`config.mk`:
```
export PLATFORM = sky130hd
export DESIGN_NAME = multicycle_ctrl_fsm
export DESIGN_NICKNAME = d
export VERILOG_FILES = /design/src/rtl/rv_ctrl_pkg.sv /design/src/rtl/ctrl_field_decode.sv /design/src/rtl/multicycle_ctrl_fsm.sv
export SDC_FILE = /design/constraint.sdc
export NUM_CORES = 1
export LEC_CHECK = 0
export ABC_CLOCK_PERIOD_IN_PS = 2600
export BUFFER_PORTS_ARGS = -buffer_cell sky130_fd_sc_hd__buf_2
export CAP_MARGIN = 20
export CORE_MARGIN = 2
export CORE_UTILIZATION = 47
export DETAILED_ROUTE_END_ITERATION = 8
export HOLD_SLACK_MARGIN = 0.05
export PLACE_DENSITY_LB_ADDON = 0.2
export SETUP_SLACK_MARGIN = 0.3
export SLEW_MARGIN = 20
export SYNTH_ARGS = -nofsm -noshare
export SYNTH_HDL_FRONTEND = slang
export SYNTH_SLANG_ARGS = --single-unit
export TNS_END_PERCENT = 5
```
`constraint.sdc`:
```
create_clock -name clk -period 2.6 [get_ports clk]
set_input_delay 0.13 -clock clk [delete_from_list [all_inputs] [get_ports clk]]
set_output_delay 0.13 -clock clk [all_outputs]
set_load 0.005 [all_outputs]
```
`src/rtl/rv_ctrl_pkg.sv`:
```
// Shared encodings for the RV32I multi-cycle control unit: opcodes, control-field
// codes, FSM state encoding and the decoded-field bundle.
package rv_ctrl_pkg;

  localparam logic [6:0] OPC_LUI    = 7'b0110111;
  localparam logic [6:0] OPC_AUIPC  = 7'b0010111;
  localparam logic [6:0] OPC_JAL    = 7'b1101111;
  localparam logic [6:0] OPC_JALR   = 7'b1100111;
  localparam logic [6:0] OPC_LOAD   = 7'b0000011;
  localparam logic [6:0] OPC_STORE  = 7'b0100011;
  localparam logic [6:0] OPC_BRANCH = 7'b1100011;
  localparam logic [6:0] OPC_OPIMM  = 7'b0010011;
  localparam logic [6:0] OPC_OP     = 7'b0110011;

  localparam logic [1:0] IMM_I = 2'b00;
  localparam logic [1:0] IMM_S = 2'b01;
  localparam logic [1:0] IMM_B = 2'b10;
  localparam logic [1:0] IMM_J = 2'b11;

  localparam logic [1:0] RES_ALU = 2'b00;
  localparam logic [1:0] RES_MEM = 2'b01;
  localparam logic [1:0] RES_PC4 = 2'b10;

  localparam logic [1:0] ALUOP_ADD    = 2'b00;
  localparam logic [1:0] ALUOP_BRANCH = 2'b01;
  localparam logic [1:0] ALUOP_RI     = 2'b10;
  localparam logic [1:0] ALUOP_JALR   = 2'b11;

  typedef enum logic [2:0] {
    S_FETCH  = 3'd0,
    S_DECODE = 3'd1,
    S_EXEC   = 3'd2,
    S_MEM    = 3'd3,
    S_WB     = 3'd4,
    S_TRAP   = 3'd5
  } state_e;

  // Instruction class, chooses the path through EXEC/MEM/WB.
  typedef enum logic [2:0] {
    K_ALU     = 3'd0,
    K_LOAD    = 3'd1,
    K_STORE   = 3'd2,
    K_BRANCH  = 3'd3,
    K_ILLEGAL = 3'd4
  } kind_e;

  typedef struct packed {
    logic [1:0] imm_src;
    logic [1:0] result_src;
    logic       alu_src;
    logic [1:0] alu_op;
    logic       branch;
    logic       is_lui;
    logic       lui_src;
    logic       is_jalr;
    logic [4:0] lsunit;
  } ctrl_fields_t;

endpackage

```
`src/rtl/ctrl_field_decode.sv`:
```
// Combinational opcode -> control-field map, same encodings as the single-cycle decoder.
// Unknown opcodes produce all-zero fields and the K_ILLEGAL class.
module ctrl_field_decode
  import rv_ctrl_pkg::*;
(
  input  logic [6:0]   opcode,
  input  logic [2:0]   funct3,
  output ctrl_fields_t fields,
  output kind_e        kind
);

  // Field lookup by opcode; defaults first so every path is fully assigned.
  always_comb begin
    fields            = '0;
    fields.imm_src    = IMM_I;
    fields.result_src = RES_ALU;
    fields.alu_op     = ALUOP_ADD;
    kind              = K_ILLEGAL;
    case (opcode)
      OPC_LUI: begin
        kind           = K_ALU;
        fields.alu_src = 1'b1;
        fields.is_lui  = 1'b1;
        fields.lui_src = 1'b1;
      end
      OPC_AUIPC: begin
        kind           = K_ALU;
        fields.alu_src = 1'b1;
        fields.is_lui  = 1'b1;
      end
      OPC_JAL: begin
        kind              = K_ALU;
        fields.imm_src    = IMM_J;
        fields.result_src = RES_PC4;
      end
      OPC_JALR: begin
        kind              = K_ALU;
        fields.result_src = RES_PC4;
        fields.alu_src    = 1'b1;
        fields.alu_op     = ALUOP_JALR;
        fields.is_jalr    = 1'b1;
      end
      OPC_LOAD: begin
        kind              = K_LOAD;
        fields.result_src = RES_MEM;
        fields.alu_src    = 1'b1;
        fields.lsunit     = {1'b1, 1'b0, funct3};
      end
      OPC_STORE: begin
        kind           = K_STORE;
        fields.imm_src = IMM_S;
        fields.alu_src = 1'b1;
        fields.lsunit  = {1'b1, 1'b1, funct3};
      end
      OPC_BRANCH: begin
        kind           = K_BRANCH;
        fields.imm_src = IMM_B;
        fields.alu_op  = ALUOP_BRANCH;
        fields.branch  = 1'b1;
      end
      OPC_OPIMM: begin
        kind           = K_ALU;
        fields.alu_src = 1'b1;
        fields.alu_op  = ALUOP_RI;
      end
      OPC_OP: begin
        kind          = K_ALU;
        fields.alu_op = ALUOP_RI;
      end
      default: ;
    endcase
  end

endmodule

```
`src/rtl/multicycle_ctrl_fsm.sv`:
```
// Multi-cycle RV32I control unit: FETCH/DECODE/EXEC/MEM/WB sequencing with memory
// wait handling, MEM timeout (bus_err) and a retired-instruction counter.
// Optional feature: define ILLEGAL_TRAP_EN to route unknown opcodes through a
// one-cycle TRAP state (illegal pulse); otherwise they retire as NOPs.
// Handshake: an instruction is taken on a cycle where instr_valid && instr_ready;
// instr_ready is high only in FETCH, so instr is ignored at all other times.
module multicycle_ctrl_fsm
  import rv_ctrl_pkg::*;
#(
  parameter int IW          = 32,
  parameter int MEM_TIMEOUT = 15,
  parameter int CNT_W       = 16
) (
  input  logic             clk,
  input  logic             rst_n,
  input  logic             instr_valid,
  output logic             instr_ready,
  input  logic [IW-1:0]    instr,
  input  logic             mem_ready,
  output logic             ir_write,
  output logic             pc_write,
  output logic             regwrite,
  output logic             memwrite,
  output logic             memread,
  output logic [1:0]       imm_src,
  output logic [1:0]       result_src,
  output logic             alu_src,
  output logic [1:0]       alu_op,
  output logic             branch,
  output logic             is_lui,
  output logic             lui_src,
  output logic             is_jalr,
  output logic [4:0]       lsunit,
  output logic             busy,
  output logic             bus_err,
  output logic             illegal,
  output logic [CNT_W-1:0] instret
);

  localparam logic [7:0] TMO_LAST = 8'(MEM_TIMEOUT - 1);

  state_e           state_q, state_d;
  logic [9:0]       ir_q, ir_d;          // {funct3, opcode} is all the control needs
  ctrl_fields_t     fields_q, fields_d;
  kind_e            kind_q, kind_d;
  logic [7:0]       tmo_q, tmo_d;
  logic [CNT_W-1:0] instret_q, instret_d;

  ctrl_fields_t     dec_fields;
  kind_e            dec_kind;

  // Remaining instruction bits belong to the datapath, not to control.
  logic unused_instr;
  assign unused_instr = ^{instr[IW-1:15], instr[11:7]};

  ctrl_field_decode u_dec (
    .opcode (ir_q[6:0]),
    .funct3 (ir_q[9:7]),
    .fields (dec_fields),
    .kind   (dec_kind)
  );

  // State, IR, decoded fields, timeout counter and retire counter.
  always_ff @(posedge clk or negedge rst_n) begin
    if (!rst_n) begin
      state_q   <= S_FETCH;
      ir_q      <= '0;
      fields_q  <= '0;
      kind_q    <= K_ALU;
      tmo_q     <= '0;
      instret_q <= '0;
    end else begin
      state_q   <= state_d;
      ir_q      <= ir_d;
      fields_q  <= fields_d;
      kind_q    <= kind_d;
      tmo_q     <= tmo_d;
      instret_q <= instret_d;
    end
  end

  // Next-state and strobe generation; strobes are functions of the registered state.
  always_comb begin
    state_d     = state_q;
    ir_d        = ir_q;
    fields_d    = fields_q;
    kind_d      = kind_q;
    tmo_d       = tmo_q;
    instret_d   = instret_q;
    instr_ready = 1'b0;
    ir_write    = 1'b0;
    pc_write    = 1'b0;
    regwrite    = 1'b0;
    memwrite    = 1'b0;
    memread     = 1'b0;
    bus_err     = 1'b0;
    illegal     = 1'b0;
    case (state_q)
      S_FETCH: begin
        instr_ready = 1'b1;
        if (instr_valid) begin
          ir_write = 1'b1;
          ir_d     = {instr[14:12], instr[6:0]};
          state_d  = S_DECODE;
        end
      end
      S_DECODE: begin
        fields_d = dec_fields;
        kind_d   = dec_kind;
        state_d  = S_EXEC;
`ifdef ILLEGAL_TRAP_EN
        if (dec_kind == K_ILLEGAL) state_d = S_TRAP;
`endif
      end
      S_EXEC: begin
        case (kind_q)
          K_ALU: state_d = S_WB;
          K_LOAD, K_STORE: begin
            tmo_d   = '0;
            state_d = S_MEM;
          end
          default: begin
            // Branches retire here; unknown opcodes reach this only as NOPs.
            pc_write  = 1'b1;
            instret_d = instret_q + 1'b1;
            state_d   = S_FETCH;
          end
        endcase
      end
      S_MEM: begin
        memread  = (kind_q == K_LOAD);
        memwrite = (kind_q == K_STORE);
        if (mem_ready) begin
          if (kind_q == K_LOAD) begin
            state_d = S_WB;
          end else begin
            pc_write  = 1'b1;
            instret_d = instret_q + 1'b1;
            state_d   = S_FETCH;
          end
        end else if (tmo_q == TMO_LAST) begin
          bus_err = 1'b1;
          state_d = S_FETCH;
        end else begin
          tmo_d = tmo_q + 8'd1;
        end
      end
      S_WB: begin
        regwrite  = 1'b1;
        pc_write  = 1'b1;
        instret_d = instret_q + 1'b1;
        state_d   = S_FETCH;
      end
`ifdef ILLEGAL_TRAP_EN
      S_TRAP: begin
        illegal = 1'b1;
        state_d = S_FETCH;
      end
`endif
      default: state_d = S_FETCH;
    endcase
    // Decoded fields are only meaningful while an instruction is in flight.
    if (state_d == S_FETCH && state_q != S_FETCH) begin
      fields_d = '0;
      kind_d   = K_ALU;
    end
  end

  assign busy       = (state_q != S_FETCH);
  assign instret    = instret_q;
  assign imm_src    = fields_q.imm_src;
  assign result_src = fields_q.result_src;
  assign alu_src    = fields_q.alu_src;
  assign alu_op     = fields_q.alu_op;
  assign branch     = fields_q.branch;
  assign is_lui     = fields_q.is_lui;
  assign lui_src    = fields_q.lui_src;
  assign is_jalr    = fields_q.is_jalr;
  assign lsunit     = fields_q.lsunit;

endmodule

```
# == Yosys cells after proc, flatten, opt, wreduce, memory -nomap -nowiden ==
# Index checks and enable logic that the tools add are counted.
# W data, S select, Z words.
# op_classes
n_addsub,2
eq_ne,22
muxes,41
n_reduce_logical,18
# ops
operator,count
$mux W16,5
$pmux W16 S3,1
$mux W8,3
$pmux W3 S4,2
$eq A7 B6 Y1 const B,3
$eq A7 B7 Y1 const B,3
$mux W3,6
$mux W1,17
$add A16 B1 Y16 const B,1
$pmux W8 S2,1
$eq A7 B5 Y1 const B,2
$ne A2 B2 Y1 const B,6
$pmux W2 S3,2
$reduce_or A6 Y1,2
$pmux W5 S2,1
$eq A3 B2 Y1 const B,3
$logic_not A3 Y1,3
$add A8 B1 Y8 const B,1
$eq A8 B4 Y1 const B,1
$reduce_and A4 Y1,2
$reduce_or A2 Y1,4
$eq A7 B2 Y1 const B,1
$eq A3 B1 Y1 const B,2
$pmux W3 S2,1
8 further kinds,10
# word_totals
ff_bits,56
output_inout_bits,41
wordCells,97

# == Longest topological paths before layout ==
# Gate-level depths: netlist (run 1).
# logic_depth
depth_word,7
ltp_mapped,8

# == Cells and area by module ==
# Synthesis (run 1) repeated with hierarchy kept, for this count alone.
# unflattened
cells_unflattened,284
area_unflattened_um2,2854.0
# by_module_without_submodules
module,instances,cells_each,area_per_inst_um2,seq_area_each_um2
multicycle_ctrl_fsm,1,239,2566.2,1401.3
ctrl_field_decode,1,45,287.8,0.0

# == Worst setup path before layout (run 1) ==
# OpenSTA, ideal clock, no wires.
# synth_path
path_type,register to register
start,register tmo_q[0]
end,register fields_q (netlist bit lsunit[3])
setup_ns,0.122
t_arrival_ns,2.285
setup_slack_ns,0.194
stages_incl_launch_ff,9
path_buffers,2
cell_sequence,dfrtp_1 inv_1 ha_1 or4b_4 o31a_1 or4_4 buf_6 buf_8 a32o_1
# synth_via
elab_chain_cells,7
word_cells_on_any_way,8
# synth_rtl
item,line_no,rtl
start: declaration,multicycle_ctrl_fsm.sv:46,"logic [7:0] tmo_q, tmo_d;"
start signal: assignment,multicycle_ctrl_fsm.sv:77,tmo_q <= tmo_d;
$eq A8 B4 Y1 *,multicycle_ctrl_fsm.sv:141,end else if (tmo_q == TMO_LAST) begin
$mux W3 *,multicycle_ctrl_fsm.sv:141,
$mux W3 *,multicycle_ctrl_fsm.sv:133,if (mem_ready) begin
$pmux W3 S4 *,multicycle_ctrl_fsm.sv:98,case (state_q)
$logic_not A3 Y1 *,multicycle_ctrl_fsm.sv:163,if (state_d == S_FETCH && state_q != S_FETCH) begin
$logic_and A1 B1 Y1 *,multicycle_ctrl_fsm.sv:163,
$mux W16 / $reduce_bool A2 Y1 (equally long branches),n/a,
end signal: assignment,multicycle_ctrl_fsm.sv:75,fields_q <= fields_d;
end: declaration,multicycle_ctrl_fsm.sv:44,"ctrl_fields_t fields_q, fields_d;"
# Mark *: on every way between the ends. The rest lies on a longest branch, timed or not.
# A chain may end at the register's enable or synchronous reset.

# == Final worst setup path (run 1) ==
# layout_path
start,register tmo_q[0]
end,register fields_q (netlist bit lsunit[1])
# Same word-level chain as after synthesis.

==> results by group, run 1 <==
Timing
  • Unrepaired setup endpoints after global routing: true
  • Final Setup Violations: 0
  • Fin Clk Skew: 0.00834 ns
  • Final Hold Viols: 0
  • Tightest Pin Transition: 0.823 ns
  • Crit share post-route: 0.914
  • Max Fclk: 421 MHz
  • Slew HR: 0.450
  • Final Critical Period: 2.38 ns
  • Setup_tns: 0 ns
  • Fin. max-slew vios: 0

Logic synthesis
  • Syn Area/Cell: 11.4 um^2
  • Syn Inst Count: 240
  • Register bit count reported by yosys: 56
  • Count leader, synth: dfrtp_1
  • Netlist Area Pre-Place: 2730 um^2
  • Unique masters post-synth: 56
  • Largest area contributor in the netlist: dfrtp_1
  • Area share of the leading cell type in the synthesized netlist: 0.513
  • Most used DFF post-synth: dfrtp_1
  • Post-synthesis net count: 279
  • Synth async-reset ratio: 1.00
  • Warnings from Yosys: 0
  • Post-synth EDFFs: 0
  • Top cells by area, synth: dfrtp_1, xor2_1, mux2_2
  • Seq/Total Area, Yosys: 0.513
  • Most common library cells after synthesis: dfrtp_1, xor2_1, nand2_1, nand3_1, nor2_1

Critical path
  • CP arrival: 2.57 ns
  • Worst path top cell family by delay: simple AND/OR/NAND/NOR gates
  • Register-to-register setup slack: 0.22 ns
  • R2R Path End: lsunit[1]
  • CP Launch Type: flop
  • Worst Path Buf+Inv: 1
  • Crit path max-delay cell type: or4_4
  • Worst endpoint required time: 2.79 ns
  • Cell chain of the critical path: inv_1 > ha_1 > or4b_4 > o31a_1 > or4_4 > a22o_1
  • FF-to-FF path depth: 6
  • RR Startpoint: tmo_q[0]
  • CP Capture Type: flop
  • Setup CP Type: flop to flop
  • Critical path peak fanout: 5
  • CP max stage delay: 0.61 ns

Global routing
  • Initial antenna violation count: 0
  • First-pass GRT wire length: 9.32 mm
  • Vias in the first global route: 1949
  • Tot GR Track Use: 0.188
  • Largest net degree at the start of global routing: 35
  • GR Overflow Total: 0

Placement
  • Routability Congestion: 0.841
  • Dpl hpwl: 3.95 mm
  • Post-Place Cell Area: 3050 um^2
  • Number of buffers added on ports: 53

Route
  • Initial drt markers: 98
  • WL/cell: 15.3 um
  • Vias per cell: 5.46
  • Drt pass-1 iters: 4
  • DRC: 0
  • Total Wirelength: 5.87 mm
  • ANT nets after route: 0
  • Vias: 2092

Floorplanning
  • Core Area: 5570 um^2
  • Die height: 80.2 um
  • Initial Utilization: 0.490
  • Io pins: 77
  • Die X: 80.2 um
  • Cell row count: 27
  • Die ar.: 6430 um^2

Clock network
  • H-tree Lvls: 2
  • Clock root buffer master: clkbuf_8
  • CTS tree: built
  • CTS buffer count: 5
  • Clock Path Buffers: 2
  • Clock latency on the worst-skew pair: 0.30 ns
  • Clock Sinks: 56
  • Clock-pin slew on the worst setup and hold paths: 0.10 ns

Outcome
  • Status: completed

Worst hold path
  • End of the worst hold path: ir_q[1]
  • HP Class: input pin to flop
  • Worst Min Path Start: instr[1]
  • Hold path depth: 2

Layout
  • Layout cells sized above 1: 0.312
  • Final nets: 349
  • Finished Cell Area: 3300 um^2
  • Synth-to-Final Area Change: 20.7%
  • # diodes: 0

Power
  • Static Leakage: 1.54 nW
  • IR drop worst, VDD: 0.696 mV
  • Pwr/cell area: 921 nW/um^2

Flow run
  • MaxCap Viol Count: 0
logic make-up after synthesis:
logic type / synth area share
mux: 0.0412
xor+xnor: 0.0770
compound gates: 0.141
simple gates: 0.168
buf+inv: 0.0445
flops: 0.513
other cells: 0.00137
fa+ha+maj: 0.0138
state kept, by name, summed over array words and instances, names as in the netlist:
signal	flops
is_lui	1
lsunit	5
branch	1
is_jalr	1
result_src	2
state_q	3
imm_src	2
lui_src	1
alu_op	2
kind_q	3
ir_q	10
tmo_q	8
alu_src	1
instret	16
how the worst max path moves through the flow:
stage	startpoint	end	slack [ns]	cells past startpoint
after floorplan	tmo_q[0]	lsunit[3]	0.19	8
after global placement	tmo_q[1]	lui_src	0.23	5
after detailed placement	tmo_q[1]	lsunit[1]	0.22	5
after CTS	tmo_q[1]	lsunit[1]	0.21	5
after global routing	tmo_q[0]	lsunit[2]	0.16	6
final	tmo_q[0]	lsunit[1]	0.22	6
what timing repair did:
| item | 4_1_cts | 5_1_grt |
|---|---|---|
| hold endpoints to repair | 41 | 0 |
| endpoints found under the setup margin | 14 | 23 |
| resized for setup | 0 | 3 |
| gates cloned | 0 | 2 |
| buffers inserted | 0 | 3 |
| pin swaps | 0 | 7 |
| hold buffers | 10 | 0 |
placed cells by master, fill, tap and decap left out, types with 2 or more instances in the layout:
| cell type | instances |
|---|---|
| nand3_1 | 10 |
| nand2b_1 | 3 |
| nor3_1 | 2 |
| nand2_1 | 11 |
| or2_2 | 3 |
| nor2b_1 | 2 |
| o2bb2ai_1 | 5 |
| a211oi_1 | 6 |
| and4_1 | 2 |
| a21oi_1 | 6 |
| buf_4 | 12 |
| ha_1 | 3 |
| clkinv_2 | 2 |
| o21ai_0 | 3 |
| clkbuf_8 | 6 |
| and3_1 | 3 |
| xnor2_1 | 2 |
| or4_4 | 3 |
| nor3b_1 | 2 |
| dlygate4sd3_1 | 10 |
| inv_1 | 6 |
| nor4b_1 | 2 |
| xor2_1 | 22 |
| buf_2 | 53 |
| a2111oi_0 | 5 |
| nor2_1 | 10 |
| mux2_2 | 9 |
| nor4_1 | 2 |
| a22o_1 | 7 |
| and2_1 | 2 |
| a21o_1 | 6 |
| nand4_1 | 7 |
| a32o_1 | 2 |
| dfrtp_1 | 56 |
| or3_1 | 3 |
| o311ai_0 | 2 |
area by class of cell:
class / instances / area [um^2]
repair buffers: 75 / 455
multi-input cells: 166 / 1230
flip-flops and latches: 56 / 1400
inverters: 6 / 22.5
well taps: 72 / 90.1
clock inverters: 2 / 10.0
fillers: 512 / 2280
clock buffers: 6 / 82.6
per-layer routing:
layer	global-route usage	vias up	routed length, um
met1	0.277	1017	2830
met5	0	-	0
met4	0.0475	0	31
met2	0.283	56	2750
met3	0.0393	4	262
li1	-	1015	-
per-stage QoR:
step	worst slack, ns	util	hold WS [ns]	cells	power, mW
4_1_cts	0.205	0.582	0.0536	378	2.98
2_1_floorplan	0.194	-	-0.166	240	2.19
6_report	0.224	0.591	0.0622	383	3.03
3_5_place_dp	0.223	0.548	0.239	360	2.47
3_3_place_gp	0.234	0.548	0.228	360	2.44
5_1_grt	0.158	0.591	0.0612	383	3.26
where the power goes:
group	switching [mW]	total [mW]	internal, mW	leakage [nW]
registers	0.303	1.40	1.09	0.693
clock network	0.271	0.484	0.213	0.0510
logic	0.597	1.15	0.557	0.795
(Power assumes the default switching activity.)
==> run 2, diff against run 1 <==
BUFFER_PORTS_ARGS = -buffer_cell sky130_fd_sc_hd__clkbuf_2   (was -buffer_cell sky130_fd_sc_hd__buf_2)
==> run 2 against run 1 <==
Compared with the run above:
- count of clock-buffer cells in the layout shrank 1
- critical path type unchanged
- critical endpoint is now lui_src
- wire length is 1.4% lower
- core utilization shrank 0.79 points
==> results by group, run 2 (synthesis results as in run 1) <==
Power
  • Tot Pwr: 2.98 mW (-1.7%)
  • IR drop worst, VDD: 0.621 mV (-11%)
  • Static Leakage: 1.51 nW (-1.8%)
  • Pwr/cell area: 917 nW/um^2 (-0.37%)

Timing
  • Crit share post-route: 0.936 (+0.0220)
  • Final Setup Violations: 0 (unchanged)
  • Setup_tns: 0 ns (unchanged)
  • Tightest Pin Transition: 0.800 ns (-0.0230 ns)
  • Max Fclk: 411 MHz (-2.3%)
  • Final Hold Viols: 0 (unchanged)
  • Fin. max-slew vios: 0 (unchanged)
  • Slew HR: 0.466 (+0.0153)
  • Unrepaired setup endpoints after global routing: true
  • Final Critical Period: 2.43 ns (+0.0572 ns)
  • Fin Clk Skew: 0.00738 ns (-0.000966 ns)

Global routing
  • Largest net degree at the start of global routing: 57 (+63%)
  • GR Overflow Total: 0 (unchanged)
  • Vias in the first global route: 2070 (+6.2%)
  • Tot GR Track Use: 0.196 (+0.00794)
  • Initial antenna violation count: 0 (unchanged)
  • First-pass GRT wire length: 9.85 mm (+5.7%)

Critical path
  • Worst Path Buf+Inv: 1 (unchanged)
  • Cell chain of the critical path: inv_1 > ha_1 > or4b_4 > o31a_1 > or4_4 > a22o_1
  • CP arrival: 2.64 ns (+0.07 ns)
  • CP Launch Type: flop
  • CP Capture Type: flop
  • Worst endpoint required time: 2.81 ns (+0.02 ns)
  • Setup crit start: tmo_q[0]
  • Critical path peak fanout: 9 (+4)
  • RR Startpoint: tmo_q[0]
  • CP max stage delay: 0.65 ns (+0.04 ns)
  • Setup CP Type: flop to flop
  • Crit path max-delay cell type: or4_4
  • Register-to-register setup slack: 0.17 ns (-0.06 ns)
  • Worst path top cell family by delay: simple AND/OR/NAND/NOR gates

Outcome
  • Status: completed

Layout
  • Layout cells sized above 1: 0.297 (-0.0145)
  • Synth-to-Final Area Change: 19.1%
  • Sequential cell area: 1400 um^2 (unchanged)
  • Commonest non-fill, non-tap cell in the layout: dfrtp_1
  • # diodes: 0 (unchanged)
  • Largest register FFs: 16 (unchanged)
  • Filler cell count: 503 (-1.8%)
  • Final nets: 344 (-1.4%)
  • Footprint of the multi-input gates: 1220 um^2 (-0.91%)
  • Commonest non-fill, non-tap cells in the layout: dfrtp_1, clkbuf_2, xor2_1

Clock network
  • H-tree Lvls: 2 (unchanged)
  • CTS tree: built
  • CTS buffer count: 5 (unchanged)
  • Clock-pin slew on the worst setup and hold paths: 0.10 ns (about the same)
  • Clock root buffer master: clkbuf_8
  • Clock Sinks: 56 (unchanged)
  • Clock latency on the worst-skew pair: 0.31 ns (about the same)
  • Clock Path Buffers: 2 (unchanged)

Route
  • Total Wirelength: 5.78 mm (-1.4%)
  • Drt pass-1 iters: 4 (unchanged)
  • Vias: 2116 (+1.1%)
  • Initial drt markers: 121 (+23%)
  • ANT nets after route: 0 (unchanged)
  • Vias per cell: 5.60 (+2.5%)
  • DRC: 0 (unchanged)
  • WL/cell: 15.3 um (about the same)

Flow run
  • MaxCap Viol Count: 0 (unchanged)

Placement
  • Number of buffers added on ports: 53 (unchanged)
  • Dpl hpwl: 3.80 mm (-3.8%)
  • Routability Congestion: 0.788 (-6.3%)

Worst hold path
  • HP Class: input pin to flop
  • Worst Min Path Start: mem_ready

Floorplanning
  • Io pins: 77 (unchanged)
  • Core Area: 5570 um^2 (unchanged)
  • Die ar.: 6430 um^2 (unchanged)
  • Die X: 80.2 um (unchanged)
  • Cell row count: 27 (unchanged)
  • Initial Utilization: 0.490 (unchanged)
  • Die height: 80.2 um (unchanged)
run 2: changes by cell type in the layout (fill, tap and decap cells not counted):
cell,previous run,this run
buf_4,12,7
clkbuf_2,0,53
buf_2,53,0
clkbuf_8,6,5
clkinv_4,0,1
dlygate4sd3_1,10,11
or4_4,3,2
run 2: metrics by stage:
stage,setup WS [ns],std cells,hold slack [ns],utilization,cell area [um^2]
2_1_floorplan,0.194,240,-0.166,-,2730
3_3_place_gp,0.192,357,0.312,0.544,3030
3_5_place_dp,0.170,357,0.316,0.544,3030
4_1_cts,0.160,377,0.0531,0.581,3240
5_1_grt,0.0621,378,0.211,0.583,3250
6_report,0.167,378,0.192,0.583,3250
run 2: what timing repair did:
item	CTS	global route
hold endpoints to repair	65	1
hold buffers	10	1
gates resized for setup	1	1
setup endpoints to repair	18	24
pin swaps	1	0
gates cloned	1	0
setup buffers	1	0
run 2: cell type report:
cell class,count,area share
clock inverters,3,0.00577
inverters,6,0.00693
flip-flops and latches,56,0.431
clock buffers,5,0.0212
multi-input cells,165,0.376
well taps,72,0.0277
repair buffers,71,0.132
run 2: power breakdown:
group | total [mW] | leakage, nW | internal (mW) | switching [mW]
combinational | 1.10 | 0.770 | 0.521 | 0.578
sequential | 1.40 | 0.693 | 1.09 | 0.307
clock | 0.483 | 0.0479 | 0.189 | 0.294
total | 2.98 | 1.51 | 1.80 | 1.18
run 2: worst reg2reg max path, stage by stage, from the launching register on:
cell and delay [ns]:
dfrtp_1 0.39, inv_1 0.06, ha_1 0.12, or4b_4 0.48
o31a_1 0.36, or4_4 0.65, a22o_1 0.26
run 2: path summary, 6_finish.rpt:
check | to | depth (start not counted)
hold reg to reg | instret[15] | 1
max in group asynchronous | kind_q[1] | 3
hold / removal | state_q[2] | 3
setup / recovery | lui_src | 6
min in group asynchronous | tmo_q[5] | 3
setup reg to reg | lui_src | 6
run 2: layer usage:
layer  vias to the layer above  share of wire  track usage
met1                      1056           0.48        0.280
li1                       1008              -            -
met5                         -              0            0
met3                         7          0.043       0.0404
met2                        45           0.46        0.300
met4                         0          0.013       0.0610
==> run 3, diff against run 2 <==
SYNTH_HIERARCHICAL = 1   (was unset)
==> run 3 against run 2 <==
Compared with the run above:
- critical path depth is 1 lower
- maximum frequency is 19% higher
- register-to-register slack better by 0.46 ns
- sequential cell count stayed put
- total power is 2.2% lower
- worst hold slack worse by 0.13 ns
- clock power hardly changed
- first-iteration DRC count is 23% higher
- cell count is 9.5% higher
- die area is 4.3% higher
- sequential share of layout area is 0.43 points lower
- count of clock-buffer cells in the layout is 3 higher
- critical path type is now flop to output port
==> results by group, run 3 <==
Power
  • Clock power share: 0.165 (+0.003)
  • Comb pwr share: 0.356 (-0.013)
  • Sw power: 1.17 mW (-1.0%)
  • Pwr/cell area: 888 nW/um^2 (-3.2%)
  • IR drop worst, VDD: 0.603 mV (-2.9%)
  • Int Pwr: 1.75 mW (-3.0%)
  • Switching share of power: 0.400 (+0.00469)
  • Static Leakage: 1.45 nW (-4.0%)
  • Sequential share of power: 0.478 (+0.008)

Timing
  • Crit share post-route: 0.784 (-0.151)
  • Slew HR: 0.576 (+0.110)
  • Fin Clk Skew: 0.00737 ns (-0.00000641 ns)
  • Setup_tns: 0 ns (unchanged)
  • Fin. max-slew vios: 0 (unchanged)
  • Final Setup Violations: 0 (unchanged)
  • Tightest Pin Transition: 0.636 ns (-0.163 ns)
  • Final Critical Period: 2.04 ns (-0.394 ns)
  • Final Hold Viols: 0 (unchanged)
  • Max Fclk: 490 MHz (+19%)
  • Unrepaired setup endpoints after global routing: false

Global routing
  • GR Overflow Total: 0 (unchanged)
  • Initial antenna violation count: 0 (unchanged)
  • Largest net degree at the start of global routing: 27 (-53%)
  • First-pass GRT wire length: 9.63 mm (-2.3%)
  • Vias in the first global route: 1971 (-4.8%)
  • Tot GR Track Use: 0.185 (-0.0112)

Floorplanning
  • Core Area: 5890 um^2 (+5.6%)
  • Initial Utilization: 0.485 (-0.00488)
  • Die height: 81.9 um (+2.1%)
  • Die X: 81.9 um (+2.1%)
  • Cell row count: 28 (+3.7%)
  • Die ar.: 6710 um^2 (+4.3%)
  • Io pins: 77 (unchanged)

Layout
  • Synth-to-Final Area Change: 15.1%
  • Filler cell count: 540 (+7.4%)
  • Layout cells sized above 1: 0.263 (-0.0348)
  • Final nets: 377 (+9.6%)
  • Finished Cell Area: 3280 um^2 (+1.0%)
  • Commonest non-fill, non-tap cell in the layout: dfrtp_1
  • Largest register FFs: 16 (unchanged)
  • Footprint of the multi-input gates: 1330 um^2 (+8.6%)
  • # diodes: 0 (unchanged)
  • Sequential cell area: 1400 um^2 (unchanged)
  • Commonest non-fill, non-tap cells in the layout: dfrtp_1, clkbuf_2, nand2_1

Logic synthesis
  • Most used DFF post-synth: dfrtp_1
  • Synth async-reset ratio: 1.00 (unchanged)
  • Post-synth EDFFs: 0 (unchanged)
  • Largest area contributor in the netlist: dfrtp_1
  • Count leader, synth: dfrtp_1
  • Unique masters post-synth: 49 (-13%)
  • Register bit count reported by yosys: 56 (unchanged)
  • Netlist Area Pre-Place: 2850 um^2 (+4.5%)
  • Seq/Total Area, Yosys: 0.491 (-0.0223)
  • Syn Inst Count: 284 (+18%)
  • Post-synthesis net count: 323 (+16%)
  • Warnings from Yosys: 6 (+6)
  • Top cells by area, synth: dfrtp_1, nand2_1, xor2_1
  • Syn Area/Cell: 10.0 um^2 (-12%)
  • Most common library cells after synthesis: dfrtp_1, nand2_1, a21oi_1, xor2_1, nor2_1
  • Area share of the leading cell type in the synthesized netlist: 0.491 (-0.0223)

Clock network
  • Clock latency on the worst-skew pair: 0.30 ns (about the same)
  • Post-CTS Setup Repair Bufs: 0 (-1)
  • H-tree Lvls: 2 (unchanged)
  • Clock root buffer master: clkbuf_8
  • CTS tree: built
  • CTS buffer count: 5 (unchanged)
  • Clock Sinks: 56 (unchanged)
  • Clock Path Buffers: 2 (unchanged)
  • Clock-pin slew on the worst setup and hold paths: 0.09 ns (about the same)

Critical path
  • Register-to-register setup slack: 0.63 ns (+0.46 ns)
  • Critical path peak fanout: 10 (+1)
  • Crit path max-delay cell type: dfrtp_1
  • CP max stage delay: 0.47 ns (-0.18 ns)
  • CP arrival: 1.91 ns (-0.73 ns)
  • Cell chain of the critical path: nor2_1 > a21oi_2 > a2bb2oi_2 > inv_1 > clkbuf_2
  • Setup CP Type: flop to output port
  • RR Startpoint: tmo_q[0]
  • CP Capture Type: output port
  • R2R Path End: lsunit[0]
  • CP Launch Type: flop
  • FF-to-FF path depth: 8 (+2)
  • Worst endpoint required time: 2.47 ns (-0.34 ns)

Worst hold path
  • HP Class: input pin to flop
  • End of the worst hold path: ir_q[2]
  • Hold path depth: 2 (-1)
  • Worst Min Path Start: instr[2]

Outcome
  • Status: completed

Placement
  • Dpl hpwl: 4.06 mm (+6.8%)
  • Number of buffers added on ports: 53 (unchanged)
  • Post-Place Cell Area: 3140 um^2 (+3.7%)
  • Routability Congestion: 0.806 (+2.3%)

Route
  • Initial drt markers: 149 (+23%)
  • Vias: 2188 (+3.4%)
  • Total Wirelength: 5.63 mm (-2.7%)
  • DRC: 0 (unchanged)
  • Drt pass-1 iters: 5 (+1)
  • Vias per cell: 5.29 (-5.6%)
  • WL/cell: 13.6 um (-11%)
  • ANT nets after route: 0 (unchanged)

Flow run
  • MaxCap Viol Count: 0 (unchanged)
[run 3: changes by cell type after synthesis, moves of 5 or more]
cell,previous run,this run
a2111oi_0,5,0
a211oi_1,6,1
a21o_1,6,0
a21oi_1,7,21
a22o_1,7,0
buf_2,0,5
nand2_1,11,50
nor2_1,10,15
nor3_1,2,10
nor4_1,2,9
o2bb2ai_1,5,0
[run 3: cell type report]
cell class	instances	share of cell area
flip-flops and latches	56	0.427
multi-input cells	207	0.404
repair buffers	63	0.107
well taps	75	0.0286
clock buffers	8	0.0274
inverters	5	0.00571
[run 3: what timing repair did]
action	CTS	global route
hold endpoints to repair	27	1
endpoints found under the setup margin	0	1
hold buffers	4	1
resized for setup	0	1
[run 3: how the worst max path moves through the flow]
| stage | startpoint | to | depth (start not counted) |
|---|---|---|---|
| 4_1_cts | state_q[0] | ir_write | 3 |
| 3_3_place_gp | state_q[1] | ir_q[3] | 3 |
| 3_5_place_dp | state_q[1] | ir_q[2] | 3 |
| 5_1_grt | kind_q[2] | pc_write | 5 |
| 2_1_floorplan | tmo_q[0] | alu_op[0] | 9 |
| 6_report | kind_q[2] | pc_write | 5 |
[run 3: cells by family after synthesis]
| logic type | synth area share |
|---|---|
| AO/OA/AOI/OAI | 0.0754 |
| XOR/XNOR | 0.0737 |
| adder cells (fa/ha/maj) | 0.0132 |
| buffers and inverters | 0.0443 |
| flip-flops | 0.491 |
| multiplexers | 0.0509 |
| other | 0.00131 |
| AND/OR/NAND/NOR | 0.250 |
[run 3: critical path, delay by kind of cell, from the launching register on]
kind | cells | cell delay, ns
compound gates | 2 | 0.53
buf+inv | 2 | 0.33
flops | 1 | 0.47
simple gates | 1 | 0.26
[run 3: power groups by stage]
stage,combinational (mW),clock [mW],sequential [mW]
after floorplan,0.939,0,1.26
after global placement,1.02,0,1.40
after detailed placement,1.04,0,1.41
after CTS,1.05,0.498,1.40
after global routing,1.18,0.533,1.45
final,1.04,0.482,1.40
[run 3: per-layer routing]
metal  track usage  up-vias  share of wire
li1              -     1090              -
met5             0        -              0
met3        0.0407        8          0.049
met2         0.263       45           0.44
met4        0.0450        0          0.012
met1         0.284     1045           0.49
[run 3: per-stage QoR]
stage | instances | hold WS, ns | worst slack [ns] | util | power (mW)
after global placement | 401 | 0.180 | 0.632 | 0.534 | 2.42
after CTS | 413 | 0.0507 | 0.414 | 0.556 | 2.94
after floorplan | 284 | -0.166 | 0.786 | - | 2.20
after global routing | 414 | 0.0507 | 0.422 | 0.558 | 3.16
final | 414 | 0.0590 | 0.561 | 0.558 | 2.92
after detailed placement | 401 | 0.184 | 0.584 | 0.534 | 2.46
